`config.mk`:
```
export PLATFORM = sky130hd
export DESIGN_NAME = cdc_wr_packer_flat
export DESIGN_NICKNAME = d
export VERILOG_FILES = /design/src/rtl/cdc_fifo_pkg.sv /design/src/rtl/cdc_wr_packer_if.sv /design/src/rtl/cdc_wr_flush_timer.sv /design/src/rtl/cdc_wr_packer.sv /design/src/flat_wrapper.sv
export SDC_FILE = /design/constraint.sdc
export NUM_CORES = 1
export LEC_CHECK = 0
export CORE_UTILIZATION = 27
export CTS_CLUSTER_DIAMETER = 120
export DETAILED_ROUTE_END_ITERATION = 8
export GPL_TIMING_DRIVEN = 1
export SYNTH_ARGS = -nofsm -noshare
export SYNTH_HDL_FRONTEND = slang
export SYNTH_SLANG_ARGS = --single-unit
```
`constraint.sdc`:
```
create_clock -name wr_clk -period 5.3 [get_ports wr_clk]
set_clock_uncertainty 0.2 [all_clocks]
set_input_delay 1.325 -clock wr_clk [delete_from_list [all_inputs] [get_ports wr_clk]]
set_output_delay 1.325 -clock wr_clk [all_outputs]
set_load 0.01 [all_outputs]
```
`src/rtl/cdc_fifo_pkg.sv`:
```
// Shared state type, width helper and fifo_wr_data field layout for the
// write side of the dual-clock FIFO.
package cdc_fifo_pkg;

   typedef enum logic [0:0] {
      FILL = 1'b0,
      HOLD = 1'b1
   } wr_state_e;

   localparam int DATA_LSB = 0;

   // Lane index width; a single-lane word still carries a 1-bit field.
   function automatic int lane_w(input int ratio);
      return (ratio <= 2) ? 1 : $clog2(ratio);
   endfunction

   function automatic int cnt_lsb(input int data_width);
      return DATA_LSB + data_width;
   endfunction

   function automatic int last_bit(input int data_width, input int lanes_w);
      return DATA_LSB + data_width + lanes_w;
   endfunction

endpackage

```
`src/rtl/cdc_wr_packer_if.sv`:
```
// Narrow upstream stream plus wide FIFO write port of the write-side packer.
interface cdc_wr_packer_if #(
   parameter int IN_WIDTH = 32,
   parameter int RATIO    = 4
);
   import cdc_fifo_pkg::*;

   localparam int WORD_W = IN_WIDTH * RATIO + lane_w(RATIO) + 1;

   logic                s_valid;
   logic                s_ready;
   logic [IN_WIDTH-1:0] s_data;
   logic                s_last;
   logic                fifo_wr_en;
   logic [WORD_W-1:0]   fifo_wr_data;
   logic                fifo_full;

   modport master (
      output s_valid, s_data, s_last, fifo_full,
      input  s_ready, fifo_wr_en, fifo_wr_data
   );

   modport slave (
      input  s_valid, s_data, s_last, fifo_full,
      output s_ready, fifo_wr_en, fifo_wr_data
   );

endinterface

```
`src/rtl/cdc_wr_flush_timer.sv`:
```
// Idle counter that expires after FLUSH_CYCLES enabled cycles; FLUSH_CYCLES=0
// never expires.
module cdc_wr_flush_timer #(
   parameter int FLUSH_CYCLES = 16
) (
   input  logic wr_clk,
   input  logic arst_n,
   input  logic clr,
   input  logic en,
   output logic expire
);

   localparam int            CW   = (FLUSH_CYCLES > 1) ? $clog2(FLUSH_CYCLES) : 1;
   localparam int            TC_I = (FLUSH_CYCLES == 0) ? 0 : FLUSH_CYCLES - 1;
   localparam logic [CW-1:0] TC   = CW'(TC_I);

   logic [CW-1:0] idle_q, idle_d;

   always_comb begin
      expire = (FLUSH_CYCLES != 0) && en && (idle_q == TC);
      idle_d = idle_q;
      if (clr)
         idle_d = '0;
      else if (en && !expire)
         idle_d = idle_q + 1'b1;
   end

   always_ff @(posedge wr_clk or negedge arst_n) begin
      if (!arst_n)
         idle_q <= '0;
      else
         idle_q <= idle_d;
   end

endmodule

```
`src/rtl/cdc_wr_packer.sv`:
```
// Packs RATIO narrow beats into one FIFO word (lane 0 first), sealing early on
// s_last or idle timeout; at most two words buffered (out + asm).
//   state | meaning
//   FILL  | accepting beats into asm; out register may be busy
//   HOLD  | asm holds a sealed word waiting for the out register
module cdc_wr_packer
   import cdc_fifo_pkg::*;
#(
   parameter int IN_WIDTH     = 32,
   parameter int RATIO        = 4,
   parameter int FLUSH_CYCLES = 16
) (
   input  logic           wr_clk,
   input  logic           arst_n,
   cdc_wr_packer_if.slave bus,
   output logic [31:0]    words_written,
   output logic [31:0]    stall_cycles
);

   localparam int                DATA_WIDTH = IN_WIDTH * RATIO;
   localparam int                LANE_W     = lane_w(RATIO);
   localparam int                CNT_LSB    = cnt_lsb(DATA_WIDTH);
   localparam int                LAST_BIT   = last_bit(DATA_WIDTH, LANE_W);
   localparam logic [LANE_W-1:0] LAST_LANE  = LANE_W'(RATIO - 1);

   wr_state_e             state_q, state_d;
   logic [DATA_WIDTH-1:0] asm_data_q, asm_data_d, out_data_q, out_data_d;
   logic [LANE_W-1:0]     asm_cnt_q, asm_cnt_d, out_cnt_q, out_cnt_d;
   logic                  asm_last_q, asm_last_d, out_last_q, out_last_d;
   logic                  out_valid_q, out_valid_d;
   logic [31:0]           words_q, words_d, stall_q, stall_d;

   logic                  wr_en, out_free, accept, ready;
   logic                  seal, seal_last, timer_en, timer_clr, timer_expire;
   logic [DATA_WIDTH-1:0] beat_data, seal_data;
   logic [LANE_W-1:0]     seal_cnt;
   logic [LAST_BIT:0]     wr_word;

   cdc_wr_flush_timer #(.FLUSH_CYCLES(FLUSH_CYCLES)) u_flush_timer (
      .wr_clk (wr_clk),
      .arst_n (arst_n),
      .clr    (timer_clr),
      .en     (timer_en),
      .expire (timer_expire)
   );

   always_comb begin
      ready     = arst_n && (state_q == FILL);
      accept    = bus.s_valid && ready;
      wr_en     = out_valid_q && !bus.fifo_full;
      out_free  = !out_valid_q || wr_en;
      timer_en  = (state_q == FILL) && (asm_cnt_q != '0) && !accept;

      state_d     = state_q;
      asm_data_d  = asm_data_q;
      asm_cnt_d   = asm_cnt_q;
      asm_last_d  = asm_last_q;
      out_data_d  = out_data_q;
      out_cnt_d   = out_cnt_q;
      out_last_d  = out_last_q;
      out_valid_d = out_valid_q && !wr_en;
      seal        = 1'b0;
      seal_data   = asm_data_q;
      seal_cnt    = asm_cnt_q;
      seal_last   = 1'b0;
      beat_data   = asm_data_q;
      beat_data[int'(asm_cnt_q) * IN_WIDTH +: IN_WIDTH] = bus.s_data;

      case (state_q)
         FILL: begin
            if (accept) begin
               if ((asm_cnt_q == LAST_LANE) || bus.s_last) begin
                  seal      = 1'b1;
                  seal_data = beat_data;
                  seal_last = bus.s_last;
               end else begin
                  asm_data_d = beat_data;
                  asm_cnt_d  = asm_cnt_q + 1'b1;
               end
            end else if (timer_expire) begin
               seal     = 1'b1;
               seal_cnt = asm_cnt_q - 1'b1;
            end
            if (seal) begin
               if (out_free) begin
                  out_valid_d = 1'b1;
                  out_data_d  = seal_data;
                  out_cnt_d   = seal_cnt;
                  out_last_d  = seal_last;
                  asm_data_d  = '0;
                  asm_cnt_d   = '0;
                  asm_last_d  = 1'b0;
               end else begin
                  // In HOLD asm_cnt carries lanes_minus1 of the sealed word.
                  asm_data_d = seal_data;
                  asm_cnt_d  = seal_cnt;
                  asm_last_d = seal_last;
                  state_d    = HOLD;
               end
            end
         end
         HOLD: begin
            if (out_free) begin
               out_valid_d = 1'b1;
               out_data_d  = asm_data_q;
               out_cnt_d   = asm_cnt_q;
               out_last_d  = asm_last_q;
               asm_data_d  = '0;
               asm_cnt_d   = '0;
               asm_last_d  = 1'b0;
               state_d     = FILL;
            end
         end
         default: state_d = FILL;
      endcase

      timer_clr = accept || seal;
      words_d   = words_q + 32'(wr_en);
      stall_d   = (out_valid_q && bus.fifo_full && (stall_q != '1)) ? stall_q + 1'b1 : stall_q;

      wr_word                          = '0;
      wr_word[DATA_LSB +: DATA_WIDTH]  = out_data_q;
      wr_word[CNT_LSB +: LANE_W]       = out_cnt_q;
      wr_word[LAST_BIT]                = out_last_q;
   end

   always_ff @(posedge wr_clk or negedge arst_n) begin
      if (!arst_n) begin
         state_q     <= FILL;
         asm_data_q  <= '0;
         asm_cnt_q   <= '0;
         asm_last_q  <= 1'b0;
         out_data_q  <= '0;
         out_cnt_q   <= '0;
         out_last_q  <= 1'b0;
         out_valid_q <= 1'b0;
         words_q     <= '0;
         stall_q     <= '0;
      end else begin
         state_q     <= state_d;
         asm_data_q  <= asm_data_d;
         asm_cnt_q   <= asm_cnt_d;
         asm_last_q  <= asm_last_d;
         out_data_q  <= out_data_d;
         out_cnt_q   <= out_cnt_d;
         out_last_q  <= out_last_d;
         out_valid_q <= out_valid_d;
         words_q     <= words_d;
         stall_q     <= stall_d;
      end
   end

   assign bus.s_ready      = ready;
   assign bus.fifo_wr_en   = wr_en;
   assign bus.fifo_wr_data = wr_word;
   assign words_written    = words_q;
   assign stall_cycles     = stall_q;

endmodule

```
`src/flat_wrapper.sv`:
```
// flat-port wrapper written by rule: the top's interface ports become plain ports
module cdc_wr_packer_flat import cdc_fifo_pkg::*;
#(
   parameter int IN_WIDTH     = 32,
   parameter int RATIO        = 4,
   parameter int FLUSH_CYCLES = 16
)
  (wr_clk, arst_n, words_written, stall_cycles, bus_s_valid, bus_s_data, bus_s_last, bus_fifo_full, bus_s_ready, bus_fifo_wr_en, bus_fifo_wr_data);
  cdc_wr_packer_if #(.IN_WIDTH(IN_WIDTH), .RATIO(RATIO)) bus_i ();
  input  logic wr_clk;
  input  logic arst_n;
  output logic [31:0] words_written;
  output logic [31:0] stall_cycles;
  input wire logic [$bits(bus_i.s_valid)-1:0] bus_s_valid;
  input wire logic [$bits(bus_i.s_data)-1:0] bus_s_data;
  input wire logic [$bits(bus_i.s_last)-1:0] bus_s_last;
  input wire logic [$bits(bus_i.fifo_full)-1:0] bus_fifo_full;
  output wire logic [$bits(bus_i.s_ready)-1:0] bus_s_ready;
  output wire logic [$bits(bus_i.fifo_wr_en)-1:0] bus_fifo_wr_en;
  output wire logic [$bits(bus_i.fifo_wr_data)-1:0] bus_fifo_wr_data;
  assign bus_i.s_valid = bus_s_valid;
  assign bus_i.s_data = bus_s_data;
  assign bus_i.s_last = bus_s_last;
  assign bus_i.fifo_full = bus_fifo_full;
  assign bus_s_ready = bus_i.s_ready;
  assign bus_fifo_wr_en = bus_i.fifo_wr_en;
  assign bus_fifo_wr_data = bus_i.fifo_wr_data;
  cdc_wr_packer #(.IN_WIDTH(IN_WIDTH), .RATIO(RATIO), .FLUSH_CYCLES(FLUSH_CYCLES)) u_core (.wr_clk(wr_clk), .arst_n(arst_n), .bus(bus_i), .words_written(words_written), .stall_cycles(stall_cycles));
endmodule
```
==> flow_metrics.tcl, run 1 <==
set metrics [dict create \
    synth_area_leaders "dfrtp_1 (58%), a22o_1 (7.9%), nor2_1 (4.7%)" \
    core-area_sq_mm 0.0518 \
    num_rows 83 \
    synth_common_cells "dfrtp_1 (332), nor2_1 (178), a22o_1 (128), nand2_1 (128), nand3_1 (125)" \
    path_class "primary input to output pin" \
    route.detailed.wl_per_inst_microns 19.9 \
    clk_latency_ns 0.56 \
    end_kind "output pin" \
    synth_top_area_share_pct 58.2 \
    fmax_mhz 240 \
    ys_types 59 \
    ctsResizeCount 0 \
    clkTransAtPathRegs_ns 0.06 \
    synth-main-ff-cell "dfrtp_1" \
    cts_hold_buf 0 \
    path_cells "buf_8 -> nor2b_1 -> clkdlybuf4s50_1" \
    holdWs_ns 0.279 \
    dp_hpwl_microns 28200 \
    grt_usage_pct 16.4 \
    hold_viol_final 0 \
    cp-start-kind "primary input" \
    slew_viol_final 0 \
    syn_nets 1390 \
    ys_async_sr_fraction_pct 100 \
    fin_crit_ns 4.16 \
    outcome "complete, no violations" \
    ys_seq_elements 332 \
    cp.required_ns 3.77 \
    grt_pass1_wl_microns 68000 \
    viasPerCell 5.10 \
    grt-ovfl-total 0 \
    fillers 5067 \
    cpPeakStageDelay_ns 0.59 \
    ctsLongestPathBuffers 3 \
    setup-violations-final 0 \
    grt_start_max_net_pins 164 \
    die-area_sq_mm 0.0538 \
    regArea_sq_mm 0.00831 \
    cts_tree "yes" \
    slowest_stage "clkdlybuf4s50_1" \
    drt_iter0_markers 966 \
    ys_warn_count 0 \
    drc 0 \
    finalSetupTns_ns 0 \
    rsz0062_at_grt "false" \
    fin_total_pwr_mw 8.55 \
    worstPathMaxFanout 58 \
    critPathArrivalTime_ns 2.64 \
    die_w_microns 232 \
    cts_buffers 39 \
    io_pins 234 \
    initial_core_util_pct 27.6 \
    drv_cap 0 \
    die_height_microns 232 \
    cts_max_level 2 \
    power_per_cell_area_mw_per_mm2 466 \
    area_delta_synth_final_pct 28.6 \
    ant_nets 0 \
    cts_setup_buffers 0 \
    fin_nets 1557 \
    layout-drive-gt1-share_pct 7.22 \
    synthCells 1343 \
    peakVddDrop_uv 190 \
    fin_util_pct 35.4 \
    syn_area_per_cell_sq_um 10.6 \
    cp_top_family "buffers and inverters" \
    dpl_cell_area_sq_mm 0.0171 \
    slew_headroom_pct 34.9 \
    io_buffer_count 233 \
    place.gp.congestion 0.771 \
    finalCritPeriodShare_pct 78.5 \
    p_leak_nw 7.61 \
    vias 11309 \
    drt_first_pass_iters 8 \
    antenna_found_initial 0 \
    stdcell_area_sq_mm 0.0184 \
    grt_pass1_vias 10897 \
    cts_sinks 332 \
    synth_largest_area_cell "dfrtp_1" \
    crit_buf_inv 2 \
    synth_edf_count 0 \
    hold_path_class "flip-flop to flip-flop" \
    diodes 0 \
    multiInputGateArea_sq_mm 0.00541 \
    syn-cell-area_sq_mm 0.0143 \
    ctsRootBufferMaster "clkbuf_16" \
    worstMarginPinSlew_ns 0.977 \
    synth.most_common_cell "dfrtp_1" \
    drt-total-wl_microns 44200 \
    synth_seq_area_share_pct 58.2 \
]
-- state kept, by name, indices dropped and copies added, names as in the netlist --
name	count
u_core.asm_last_q	1
u_core.asm_cnt_q	2
u_core.state_q	1
u_core.out_last_q	1
u_core.out_data_q	128
u_core.stall_cycles	32
u_core.words_written	32
u_core.u_flush_timer.idle_q	4
u_core.out_cnt_q	2
u_core.asm_data_q	128
u_core.out_valid_q	1
-- power breakdown --
group	internal [mW]	switching, mW	total (mW)
combinational	1.20	1.28	2.47
clock	1.50	1.10	2.60
sequential	3.07	0.411	3.48
-- final timing paths --
path / startpoint / to / slack (ns) / depth (start not counted)
max: arst_n / bus_s_ready / 1.14 / 3
min: u_core.words_written[31] / u_core.words_written[31] / 0.28 / 1
max reg2reg: u_core.asm_cnt_q[0] / u_core.asm_data_q[16] / 1.97 / 5
min reg2reg: u_core.words_written[31] / u_core.words_written[31] / 0.28 / 1
max in group asynchronous: arst_n / u_core.words_written[27] / 2.47 / 3
min in group asynchronous: arst_n / u_core.out_data_q[69] / 0.51 / 1
-- layout by cell type, fill, tap and decap left out, types with 17 or more instances in the layout --
master	Yosys	final
buf_4	8	19
nand4_1	17	17
a22o_1	128	128
a31oi_1	100	99
a221oi_1	32	32
xnor2_1	49	49
dfrtp_1	332	332
nand2_1	128	128
and3_1	19	18
nand3_1	125	125
nor2_1	178	177
clkbuf_16	0	40
clkdlybuf4s50_1	0	232
-- cell type report --
| class | instances | share of cell area (%) |
|---|---|---|
| clock buffers | 57 | 6.24 |
| repair buffers | 255 | 13.8 |
| inverters | 8 | 0.164 |
| flip-flops and latches | 332 | 45.3 |
| well taps | 680 | 4.63 |
| multi-input cells | 874 | 29.4 |
| clock inverters | 11 | 0.443 |
-- stage by stage --
step           std cells  worst slack, ns
6_report            2217             1.14
5_1_grt             2217             1.02
4_1_cts             2217             1.09
3_5_place_dp        2149             1.11
3_3_place_gp        2149             1.08
2_1_floorplan       1343             2.02
-- metal layers --
layer  part of all wire [%]  track usage [%]  routed length, microns  up-vias
li1                       -                -                       -     5122
met1                     46             23.0                   20200     5765
met2                     44             24.1                   19400      369
met3                    8.3             4.74                    3680       53
met4                    2.2             5.10                     950        0
met5                      0                0                       0        -
-- logic make-up after synthesis --
kind of cell | Yosys count | share of synthesized area [%]
flip-flops | 332 | 58.2
multiplexers | 4 | 0.298
buffers and inverters | 137 | 4.58
AO/OA/AOI/OAI | 287 | 15.6
XOR/XNOR | 61 | 3.74
adder cells (fa/ha/maj) | 10 | 0.876
AND/OR/NAND/NOR | 512 | 16.7
Power figures use the tool's default switching activity.
==> run 2, diff against run 1 <==
==> constraint.sdc (replaced) <==
create_clock -name wr_clk -period 3.87 [get_ports wr_clk]
set_clock_uncertainty 0.2 [all_clocks]
set_input_delay 0.9675 -clock wr_clk [delete_from_list [all_inputs] [get_ports wr_clk]]
set_output_delay 0.9675 -clock wr_clk [all_outputs]
set_load 0.01 [all_outputs]
==> run 2 against run 1 <==
  * Sequential power up 37%
  * Worst setup slack worse by 0.63 ns
  * Hold slack better by 0.0022 ns
  * Largest cell class unchanged
==> flow_metrics.tcl, run 2 (same netlist as run 1, synthesis figures left out) <==
set metrics [dict create \
    outcome "complete, no violations" \
    power_switching_mw 3.71 \
    cts_setup_buffers 0 \
    critPathArrivalTime_ns 2.19 \
    slowest_stage "clkdlybuf4s50_1" \
    area_delta_synth_final_pct 29.2 \
    drv_cap 0 \
    drt_iter0_markers 906 \
    cp_top_family "buffers and inverters" \
    cp_common_cell "clkdlybuf4s50_1" \
    layout-drive-gt1-share_pct 7.33 \
    die-area_sq_mm 0.0538 \
    largestRegisters "u_core.asm_data_q (128), u_core.out_data_q (128)" \
    pwr-share-seq_pct 40.7 \
    finalCritPeriodShare_pct 86.8 \
    fmax_mhz 298 \
    wl_met3_microns 3010 \
    path_class "primary input to output pin" \
    peakVddDrop_uv 240 \
    layout.cells.non_filler 2223 \
    combPwrFrac_pct 28.7 \
    drt_first_pass_iters 5 \
    initial_core_util_pct 27.6 \
    r2r-start "u_core.asm_cnt_q[0]" \
    route.detailed.wl_per_inst_microns 19.6 \
    crit_buf_inv 2 \
    fin_nets 1565 \
    rsz0062_at_grt "false" \
    cts_sinks 332 \
    setup-violations-final 0 \
    regArea_sq_mm 0.00831 \
    cpPeakStageDelay_ns 0.56 \
    num_rows 83 \
    clkTransAtPathRegs_ns 0.05 \
    worstMarginPinSlew_ns 1.09 \
    met1Wirelength_microns 20000 \
    hold_viol_final 0 \
    finalSetupTns_ns 0 \
    hold_path_class "flip-flop to flip-flop" \
    fin_crit_ns 3.36 \
    grt_pass1_wl_microns 67400 \
    dp_cells 2157 \
    ctsRootBufferMaster "clkbuf_16" \
    vias 11048 \
    ctsResizeCount 0 \
    cts_tree "yes" \
    drt-total-wl_microns 43600 \
    finalWorstSetupSlack_ns 0.511 \
    antenna_found_initial 0 \
    wl_met2_microns 19800 \
    fillers 5082 \
    cp.required_ns 2.70 \
    r2r-end "u_core.asm_data_q[110]" \
    p_leak_nw 7.65 \
    clk_latency_ns 0.55 \
    drc 0 \
    reg2reg_slack_ns 0.79 \
    dr.max_layer_used "met4" \
    grt_usage_pct 16.2 \
    core-area_sq_mm 0.0518 \
    slew_viol_final 0 \
    mostFrequentLayoutCells "dfrtp_1 (332), clkdlybuf4s50_1 (232), nor2_1 (177)" \
    dp_slack_ns 0.215 \
    p_clk_share_pct 30.6 \
    grt_pass1_vias 10947 \
    grt-ovfl-total 0 \
    cts_max_level 2 \
    cts_buffers 39 \
    min_delay_path_depth 1 \
    viasPerCell 4.97 \
    min_to "u_core.words_written[31]" \
    holdWs_ns 0.281 \
    netSwitchingFraction_pct 31.7 \
    io_pins 234 \
    die_height_microns 232 \
    worstPathMaxFanout 3 \
    die_w_microns 232 \
    multiInputGateArea_sq_mm 0.00541 \
    fin_total_pwr_mw 11.7 \
    dp_hpwl_microns 28700 \
    place.gp.congestion 0.781 \
    internal-power_mw 8.00 \
    grt_start_max_net_pins 137 \
    hold_start "u_core.words_written[31]" \
    path_cells "clkdlybuf4s50_1 -> nor2b_1 -> clkdlybuf4s50_1" \
    mostFrequentLayoutCell "dfrtp_1" \
    cp-start-kind "primary input" \
    io_buffer_count 233 \
    power_per_cell_area_mw_per_mm2 635 \
    reg2reg_depth 5 \
    cts_hold_buf 0 \
    ant_nets 0 \
    slew_headroom_pct 26.9 \
    ctsLongestPathBuffers 3 \
    end_kind "output pin" \
]
run 2: changes by cell type in the layout (fill, tap and decap cells not counted), sizes merged:
cell      change
inv           -2
bufinv        +2
buf           +8
clkinv        -1
diode         +1
clkinvlp      -2
run 2: how the worst max path moves through the flow:
stage	end	depth (start not counted)	startpoint	slack (ns)
after global placement	u_core.asm_data_q[85]	6	bus_fifo_full	0.25
after CTS	bus_fifo_wr_en	3	bus_fifo_full	0.47
final	bus_fifo_wr_en	3	bus_fifo_full	0.51
after global routing	bus_fifo_wr_en	3	bus_fifo_full	0.46
after detailed placement	u_core.asm_data_q[18]	6	bus_fifo_full	0.22
after floorplan	u_core.words_written[20]	8	bus_fifo_full	0.95
run 2: per-stage QoR:
step / area [sq um] / utilization [%]
floorplan: 14300 / -
global placement: 17200 / 33.2
detailed placement: 17200 / 33.2
CTS: 18400 / 35.6
global route: 18400 / 35.6
finish: 18400 / 35.6
run 2: metal layers:
layer | vias up | track usage, %
li1 | 5130 | -
met1 | 5569 | 22.4
met2 | 304 | 25.2
met3 | 45 | 3.77
met4 | 0 | 4.61
met5 | - | 0
run 2: cell type report:
| cell class | instances | area share, % |
|---|---|---|
| Antenna cell | 1 | 0.0136 |
| Clock buffer | 57 | 6.11 |
| Clock inverter | 8 | 0.522 |
| Inverter | 8 | 0.163 |
| Multi-Input combinational cell | 874 | 29.3 |
| Sequential cell | 332 | 45.0 |
| Tap cell | 680 | 4.61 |
| Timing Repair Buffer | 263 | 14.2 |
run 2: power by group through the flow:
stage | Sequential (mW) | Clock (mW) | Combinational (mW)
after floorplan | 4.95 | 0 | 1.24
after global routing | 4.86 | 3.81 | 3.66
after CTS | 4.77 | 3.70 | 3.41
after detailed placement | 4.82 | 0 | 3.40
after global placement | 4.81 | 0 | 3.36
final | 4.77 | 3.58 | 3.36
==> run 3, diff against run 2 <==
--- a/config.mk
+++ b/config.mk
@@ -5,6 +5,7 @@
 export SDC_FILE = /design/constraint.sdc
 export NUM_CORES = 1
 export LEC_CHECK = 0
+export CAP_MARGIN = 20
 export CORE_UTILIZATION = 27
 export CTS_CLUSTER_DIAMETER = 120
 export DETAILED_ROUTE_END_ITERATION = 8
==> run 3 against run 2 <==
  * Sequential power barely moved
  * Register-to-register slack barely moved
  * Flip-flop and latch count did not move
  * Non-clock buffer count rose by 1
  * Core utilization rose by 0.053 points
  * Worst setup slack barely moved
  * Clock power barely moved
  * Die area did not move
  * Via count rose by 0.30%
  * Largest power group unchanged
==> flow_metrics.tcl, run 3 (same netlist as run 1, synthesis figures left out) <==
set metrics [dict create \
    outcome "complete, no violations" \
    grt_pass1_wl_microns 67400 \
    crit_start "bus_fifo_full" \
    grt_usage_pct 16.2 \
    worstMarginPinSlew_ns 1.10 \
    grt-ovfl-total 0 \
    grt_pass1_vias 10947 \
    cts_max_level 2 \
    mostFrequentLayoutCell "dfrtp_1" \
    worstPathMaxFanout 3 \
    place.gp.congestion 0.781 \
    drv_cap 0 \
    core-area_sq_mm 0.0518 \
    slew_viol_final 0 \
    io_buffer_count 233 \
    drt_first_pass_iters 5 \
    multiInputGateArea_sq_mm 0.00541 \
    die_w_microns 232 \
    hold_viol_final 0 \
    finalCritPeriodShare_pct 86.8 \
    p_leak_nw 7.67 \
    cp_common_cell "clkdlybuf4s50_1" \
    cts_setup_buffers 0 \
    globalRouteMet1Util_pct 22.4 \
    cts_hold_buf 0 \
    fin_crit_ns 3.36 \
    layout-drive-gt1-share_pct 7.39 \
    rsz0062_at_grt "false" \
    hold_path_class "flip-flop to flip-flop" \
    vias 11081 \
    r2r-start "u_core.asm_cnt_q[0]" \
    drt-total-wl_microns 43800 \
    dp_slack_ns 0.215 \
    area_delta_synth_final_pct 29.4 \
    cpPeakStageDelay_ns 0.56 \
    antenna_found_initial 0 \
    clkTransAtPathRegs_ns 0.05 \
    initial_core_util_pct 27.6 \
    dp_hpwl_microns 28700 \
    io_pins 234 \
    die_height_microns 232 \
    viasPerCell 4.98 \
    regArea_sq_mm 0.00831 \
    path_class "primary input to output pin" \
    mostFrequentLayoutCells "dfrtp_1 (332), clkdlybuf4s50_1 (232), nor2_1 (177)" \
    busiest_layer "met2" \
    critPathArrivalTime_ns 2.19 \
    setup-violations-final 0 \
    reg2reg_slack_ns 0.80 \
    cp-start-kind "primary input" \
    drt_iter0_markers 938 \
    ctsResizeCount 0 \
    peakVddDrop_uv 240 \
    ctsLongestPathBuffers 3 \
    grtUsageMet3_pct 3.77 \
    holdWs_ns 0.281 \
    ctsRootBufferMaster "clkbuf_16" \
    ant_nets 0 \
    finalWorstSetupSlack_ns 0.511 \
    end_kind "output pin" \
    grt_start_max_net_pins 137 \
    power_per_cell_area_mw_per_mm2 634 \
    fmax_mhz 298 \
    clk_latency_ns 0.55 \
    route.detailed.wl_per_inst_microns 19.7 \
    fillers 5079 \
    slew_headroom_pct 26.1 \
    num_rows 83 \
    cts_buffers 39 \
    met2_usage_pct 25.2 \
    largestRegisters "u_core.asm_data_q (128), u_core.out_data_q (128)" \
    finalSetupTns_ns 0 \
    fin_nets 1566 \
    cts_tree "yes" \
    die-area_sq_mm 0.0538 \
    path_cells "clkdlybuf4s50_1 -> nor2b_1 -> clkdlybuf4s50_1" \
    cts_sinks 332 \
    hold_start "u_core.words_written[31]" \
    cp.required_ns 2.70 \
    slowest_stage "clkdlybuf4s50_1" \
    fin_total_pwr_mw 11.7 \
    drc 0 \
]
[run 3: changes by cell type in the layout (fill, tap and decap cells not counted), sizes merged]
cell,change
buf,+1
[run 3: layer usage]
metal	up-vias	wire length, microns
met2	303	19900
met3	48	3060
li1	5134	-
met4	0	818
met5	-	0
met1	5596	19900
[run 3: worst max-delay path, delay by kind of cell]
kind	cells	cell delay, ns
and+or+nand+nor	1	0.19
buffers and inverters	2	1.03
[run 3: path summary, 6_finish.rpt]
kind / to / depth (start not counted)
max: bus_fifo_wr_en / 3
min reg2reg: u_core.words_written[31] / 1
min in group asynchronous: u_core.out_data_q[127] / 2
max reg2reg: u_core.asm_data_q[99] / 5
min: u_core.words_written[31] / 1
max in group asynchronous: u_core.asm_data_q[26] / 4
[run 3: where the power goes]
part           internal, mW  switching [mW]  total [mW]  leakage, nW
Clock                  2.14            1.44        3.58        0.596
Sequential             4.20           0.560        4.76         4.32
Combinational          1.66            1.71        3.37         2.75
Total                  8.00            3.71        11.7         7.67
[run 3: through the flow]
| step | cells | cell area, sq um | utilization (%) |
|---|---|---|---|
| 6_report | 2224 | 18500 | 35.6 |
| 2_1_floorplan | 1343 | 14300 | - |
| 3_3_place_gp | 2157 | 17200 | 33.2 |
| 5_1_grt | 2223 | 18500 | 35.6 |
| 4_1_cts | 2222 | 18400 | 35.6 |
| 3_5_place_dp | 2157 | 17200 | 33.2 |
[run 3: final cells by class]
cell class              instances  share of cell area, %
inverters                       8                  0.163
clock inverters                 8                  0.522
multi-input cells             874                   29.3
clock buffers                  57                   6.10
well taps                     680                   4.61
diodes                          1                 0.0135
repair buffers                264                   14.4
flip-flops and latches        332                   45.0
